**src/rtl/sc_io_pkg.sv**
```systemverilog
// Shared seven-segment glyphs and FSM state encoding for the hex display peripheral.
package sc_io_pkg;

    // Active-low segment order {g,f,e,d,c,b,a}
    localparam logic [6:0] SEG_BLANK = 7'b1111111;
    localparam logic [6:0] SEG_DASH  = 7'b0111111;

    localparam logic [6:0] SEG_DIGIT [0:9] = '{
        7'b1000000,  // 0
        7'b1111001,  // 1
        7'b0100100,  // 2
        7'b0110000,  // 3
        7'b0011001,  // 4
        7'b0010010,  // 5
        7'b0000010,  // 6
        7'b1111000,  // 7
        7'b0000000,  // 8
        7'b0010000   // 9
    };

    typedef enum logic [1:0] {
        IDLE,
        CONVERT,
        LOAD
    } state_t;

endpackage

```
**src/rtl/sc_bcd_to_seg.sv**
```systemverilog
// Combinational BCD digit to active-low seven-segment decoder; codes above 9 show blank.
module sc_bcd_to_seg
    import sc_io_pkg::*;
(
    input  logic [3:0] bcd,
    output logic [6:0] seg
);

    // NOTE: assigning a default before the conditional keeps every path driven, so no latch is inferred.
    always_comb begin
        seg = SEG_BLANK;
        if (bcd <= 4'd9) begin
            seg = SEG_DIGIT[bcd];
        end
    end

endmodule

```
**src/rtl/sc_io_hex_display.sv**
```systemverilog
// out_port0 word -> decimal seven-segment digits via a serial double-dabble engine.
// Define SC_HEX_LEADING_ZERO_BLANK_EN to blank leading zero digits above hex[0].
module sc_io_hex_display
    import sc_io_pkg::*;
#(
    parameter int DIGITS   = 6,
    parameter int IN_WIDTH = 20
) (
    input  logic        clock,
    input  logic        reset,
    input  logic [31:0] value_in,
    output logic [6:0]  hex [DIGITS],
    output logic        busy,
    output logic        update
);

    localparam int              BCD_W     = 4 * DIGITS;
    localparam int              SR_W      = BCD_W + IN_WIDTH;
    localparam int              CNT_W     = (IN_WIDTH > 1) ? $clog2(IN_WIDTH) : 1;
    localparam logic [CNT_W-1:0] CNT_LAST = CNT_W'(IN_WIDTH - 1);
    localparam logic [31:0]     OVF_LIMIT = 32'(10 ** DIGITS);

    state_t            state;
    logic              pending;
    logic              ovf;
    logic [31:0]       captured;
    logic [CNT_W-1:0]  cnt;
    logic [SR_W-1:0]   sr;
    logic [SR_W-1:0]   sr_adj;
    logic [SR_W-1:0]   sr_next;
    logic [6:0]        seg  [DIGITS];
    logic [6:0]        disp [DIGITS];

    // One double-dabble step: correct nibbles >= 5, then shift the whole register left.
    always_comb begin
        sr_adj = sr;
        for (int d = 0; d < DIGITS; d++) begin
            if (sr[IN_WIDTH + 4*d +: 4] >= 4'd5) begin
                sr_adj[IN_WIDTH + 4*d +: 4] = sr[IN_WIDTH + 4*d +: 4] + 4'd3;
            end
        end
        sr_next = {sr_adj[SR_W-2:0], 1'b0};
    end

    for (genvar d = 0; d < DIGITS; d++) begin : g_dec
        sc_bcd_to_seg u_dec (
            .bcd (sr[IN_WIDTH + 4*d +: 4]),
            .seg (seg[d])
        );
    end

`ifdef SC_HEX_LEADING_ZERO_BLANK_EN
    logic lead_zero;

    // Scan from the most significant digit; hex[0] always shows its glyph.
    always_comb begin
        disp      = '{default: SEG_BLANK};
        lead_zero = 1'b1;
        for (int d = DIGITS - 1; d >= 0; d--) begin
            lead_zero = lead_zero && (sr[IN_WIDTH + 4*d +: 4] == 4'd0);
            if (ovf) begin
                disp[d] = SEG_DASH;
            end else if (lead_zero && (d != 0)) begin
                disp[d] = SEG_BLANK;
            end else begin
                disp[d] = seg[d];
            end
        end
    end
`else
    always_comb begin
        disp = '{default: SEG_BLANK};
        for (int d = 0; d < DIGITS; d++) begin
            disp[d] = ovf ? SEG_DASH : seg[d];
        end
    end
`endif

    // NOTE: sequential state uses non-blocking assignments so every register samples pre-edge values.
    always_ff @(posedge clock) begin
        if (reset) begin
            state    <= IDLE;
            pending  <= 1'b1;
            captured <= '0;
            ovf      <= 1'b0;
            cnt      <= '0;
            sr       <= '0;
            busy     <= 1'b0;
            update   <= 1'b0;
            for (int d = 0; d < DIGITS; d++) begin
                hex[d] <= SEG_BLANK;
            end
        end else begin
            update <= 1'b0;
            case (state)
                IDLE: begin
                    if (pending || (value_in != captured)) begin
                        captured <= value_in;
                        ovf      <= (value_in >= OVF_LIMIT);
                        pending  <= 1'b0;
                        sr       <= {{BCD_W{1'b0}}, value_in[IN_WIDTH-1:0]};
                        cnt      <= '0;
                        busy     <= 1'b1;
                        state    <= CONVERT;
                    end
                end
                CONVERT: begin
                    sr  <= sr_next;
                    cnt <= cnt + 1'b1;
                    if (cnt == CNT_LAST) begin
                        busy  <= 1'b0;
                        state <= LOAD;
                    end
                end
                LOAD: begin
                    for (int d = 0; d < DIGITS; d++) begin
                        hex[d] <= disp[d];
                    end
                    update <= 1'b1;
                    state  <= IDLE;
                end
                default: state <= IDLE;
            endcase
        end
    end

endmodule

```
**config.mk**
```make
export PLATFORM = sky130hd
export DESIGN_NAME = sc_io_hex_display
export DESIGN_NICKNAME = d
export VERILOG_FILES = /design/src/rtl/sc_io_pkg.sv /design/src/rtl/sc_bcd_to_seg.sv /design/src/rtl/sc_io_hex_display.sv
export SDC_FILE = /design/constraint.sdc
export NUM_CORES = 1
export LEC_CHECK = 0
export ABC_AREA = 1
export CORE_ASPECT_RATIO = 0.9
export CORE_MARGIN = 3
export CORE_UTILIZATION = 57
export CTS_CLUSTER_SIZE = 28
export DETAILED_ROUTE_END_ITERATION = 10
export PLACE_DENSITY = 0.8
export SLEW_MARGIN = 20
export SYNTH_ARGS = -nofsm -noshare
export SYNTH_HDL_FRONTEND = slang
export SYNTH_HIERARCHICAL = 1
export SYNTH_SLANG_ARGS = --single-unit
```
**constraint.sdc**
```tcl
create_clock -name clock -period 1.73 [get_ports clock]
set_input_delay 0.346 -clock clock [delete_from_list [all_inputs] [get_ports clock]]
set_output_delay 0.346 -clock clock [all_outputs]
set_load 0.02 [all_outputs]
```
==> metrics <==
status finished with violations; violations in the final reports setup timing; initial antenna violation count 0; critical path data arrival time between 2000 and 2500 ps; complex-gate fraction of the synthesized area 15.8%; # placed instances approximately 1300; number of nets with antenna violations after routing 0; # DRC 0; Setup CP Type in -> reg; Tot GR Track Use between 20% and 30%; GRT overflow 0; first-pass GRT wire length slightly above 30000 um; class of the most critical hold timing path in -> reg; fraction of power spent switching nets 23.8%; Comb power frac between 10% and 20%; Routed wire per std cell between 15 and 20 um; final setup vio count approximately 80; Peak Freq 536 MHz; post-detailed-routing wire length ~20000 um; Syn Area/Cell between 6 and 7 um2; row count 38; max-slew violation count 0; CP Cell Sequence clkdlybuf4s50_1, inv_1, nand2_1, nand4_1, nor2_1, nand2_1, nor2_2, nand2_2, nand2_4, buf_4, buf_12, nand3_1, a21oi_2; gate count after technology mapping 1028; die area between 10000 and 15000 um2; placed instance area around 8400 um2; core region area between 10000 and 15000 um2; dominant combinational cell family by area after synthesis simple AND/OR/NAND/NOR gates; source-to-sink clock delay at the later pin of the worst-skew pair 430 ps; critical path data required time 2090 ps; Worst Setup Start Kind input pin; proportion of layout cells with a drive suffix above 1 roughly 18%; Clock Root Buffer sky130_fd_sc_hd__clkbuf_16; Slowest Stage Delay on Critical Path between 500 and 600 ps; Longest Clk Path Bufs 2; total number of nets in the final design 1221; top fanout value on the critical path 10; total number of H-tree levels 4; maximum vdd drop just under 900 uV; setup repair after global routing missed its margin true; overall via count from detail_route 7440; number of buffers and inverters on the critical path 4; slew at the pin closest to its max-slew limit roughly 460 ps; TritonCTS sink count between 100 and 150; clock buffers created by TritonCTS 17; cell type contributing the most total cell area after synthesis sky130_fd_sc_hd__dfxtp_1; adder-cell share of the synthesized area approximately 7.5%; static leakage around 4 nW; worst slew margin relative to its limit just under 70%; I/O Pins between 70 and 80; proportion of netlist area held by the largest area contributor approximately 36%; vias in the first global route just under 7000; number of buffer cells added on primary ports 77; number of endpoints with negative hold slack in the final report 0; simple-gate portion of the synthesized area between 30 and 40%; initial core utilization between 50% and 60%; number of max-capacitance violations reported 0; clock tree from TritonCTS done; growth of design area from synthesis to finish 33.1%; delay-heaviest family, CP buffers and inverters; share of total power in sequential cells roughly two fifths; filler-free cell count of the finished design between 1000 and 1500; P_int between 6 and 7 mW; post-route minimum period 1870 ps; clock transition at the registers of the reported paths roughly 60 ps; number of register bits inferred by synthesis around 130; post-route clock period utilization 108%; Die Span Y roughly 110 um; Switching Power a little under 2 mW; Iter 0 DRT Violations around 680; via density per instance between 5 and 6; post-synth net total approximately 1100; share of synthesized area occupied by flip-flops and latches approximately 36%; Cell variety after synth 31; largest net degree at the start of global routing 91; most area-consuming cells after synthesis sky130_fd_sc_hd__dfxtp_1 (36%), sky130_fd_sc_hd__nand2_1 (13%), sky130_fd_sc_hd__nand3_1 (8.3%); most prevalent standard cell on the critical path sky130_fd_sc_hd__nand2_1; power density over the cells ~850 nW/um2; Worst Slack Setup Final -137 ps; Post-CTS Hold Buffers 0; kind of capture point of the worst setup path flip-flop; Worst Clk Skew 8.96 ps; Cell Area, Synth about 7200 um2; share of the synthesized netlist area taken by xor and xnor gates less than 1%; DP Wirelength approximately 12000 um; cell with the biggest individual delay on the critical path sky130_fd_sc_hd__clkdlybuf4s50_1; Clk pwr share 49.6%; number of antenna diodes 0; DR pass1 iterations 6; yosys warns 6; cell area after layout 9580 um2; horizontal die dimension 124 um; post-layout util about 80%; multiplexer share of the synthesized area 0%; Post-Place Worst Slack -559 ps; total chip power between 8 and 9 mW; Routability Congestion 0.860
-- cell usage after synthesis --
cell	instances
sky130_fd_sc_hd__a21oi_1	96
sky130_fd_sc_hd__a21oi_2	7
sky130_fd_sc_hd__a31oi_1	1
sky130_fd_sc_hd__buf_1	3
sky130_fd_sc_hd__buf_2	3
sky130_fd_sc_hd__buf_4	3
sky130_fd_sc_hd__buf_6	3
sky130_fd_sc_hd__buf_8	2
sky130_fd_sc_hd__clkbuf_1	36
sky130_fd_sc_hd__clkinv_1	2
sky130_fd_sc_hd__dfxtp_1	129
sky130_fd_sc_hd__ha_1	43
sky130_fd_sc_hd__inv_1	116
sky130_fd_sc_hd__inv_2	7
sky130_fd_sc_hd__nand2_1	240
sky130_fd_sc_hd__nand2_2	14
sky130_fd_sc_hd__nand3_1	120
sky130_fd_sc_hd__nand3_2	10
sky130_fd_sc_hd__nand3_4	6
sky130_fd_sc_hd__nand3b_1	6
sky130_fd_sc_hd__nand4_1	19
sky130_fd_sc_hd__nor2_1	47
sky130_fd_sc_hd__nor2_2	1
sky130_fd_sc_hd__nor4_1	3
sky130_fd_sc_hd__o211a_1	1
sky130_fd_sc_hd__o21ai_0	60
sky130_fd_sc_hd__o21ai_2	6
sky130_fd_sc_hd__o22ai_1	36
sky130_fd_sc_hd__or2_2	3
sky130_fd_sc_hd__xnor2_1	3
sky130_fd_sc_hd__xor2_1	2
-- cell type report --
class	instances	area, um2
sequential	129	2590
clock buffer	22	484
tap	160	200
timing repair buffer	147	1590
clock inverter	10	179
multi-input combinational	724	4060
fill	821	2590
inverter	125	469
-- cell usage in the layout, fill, tap and decap left out, types with 35 or more instances in the layout --
| master | n |
|---|---|
| sky130_fd_sc_hd__ha_1 | 43 |
| sky130_fd_sc_hd__a21oi_1 | 87 |
| sky130_fd_sc_hd__inv_1 | 113 |
| sky130_fd_sc_hd__nand3_1 | 118 |
| sky130_fd_sc_hd__o22ai_1 | 36 |
| sky130_fd_sc_hd__o21ai_0 | 59 |
| sky130_fd_sc_hd__dlymetal6s2s_1 | 35 |
| sky130_fd_sc_hd__buf_4 | 52 |
| sky130_fd_sc_hd__dfxtp_1 | 125 |
| sky130_fd_sc_hd__nor2_1 | 40 |
| sky130_fd_sc_hd__nand2_1 | 219 |
-- sequential cells by signal, indices dropped and copies added (netlist names) --
register	cells
cnt	5
captured	32
pending	1
state	2
hex	42
busy	1
sr	44
ovf	1
update	1
-- power by group through the flow --
stage | clock, mW | sequential (mW) | combinational, mW
final | 4.03 | 3.14 | 0.946
after global routing | 4.20 | 3.15 | 1.02
after CTS | 4.03 | 3.14 | 0.808
after detailed placement | 0 | 3.20 | 0.716
after global placement | 0 | 3.19 | 0.704
after floorplan | 0 | 3.18 | 0.452
-- final timing paths --
check / endpoint / slack (ps) / cells after the start / startpoint
max: sr[8]$_SDFFE_PP0P_ / -140 / 13 / value_in[6]
min: pending$_SDFFE_PP1P_ / 230 / 3 / reset
max reg2reg: sr[8]$_SDFFE_PP0P_ / -130 / 14 / captured[23]$_SDFFE_PP0P_
min reg2reg: pending$_SDFFE_PP1P_ / 470 / 2 / pending$_SDFFE_PP1P_
-- through the flow --
step                      hold slack (ps)  TNS, ps
after global placement                446   -37150
final                                 230    -4450
after floorplan                       420        0
after detailed placement              459   -41470
after CTS                             239    -19.6
after global routing                  238   -13280
-- logic make-up (layout without fill, tap and decap cells) --
kind of cell | Yosys count | after routing
xor+xnor | 5 | 5
fa+ha+maj | 43 | 43
simple gates | 469 | 469
flops | 129 | 129
buf+inv | 175 | 304
compound gates | 207 | 207
-- worst min-delay path, delay by kind of cell --
family / cells / cell delay, ps
buf+inv: 2 / 200
simple gates: 1 / 70
-- layer usage --
layer,global-route usage [%],wire [um]
met4,9.13,576
met2,44.7,9530
met1,33.6,8460
met3,6.37,1380
met5,0,0
-- what timing repair did --
action                     CTS  global route
setup endpoints to repair   92           117
gates cloned                 4             5
gates resized for setup     44            84
pin swaps                    1            12
setup buffers                8             3
(Power assumes the default switching activity.)
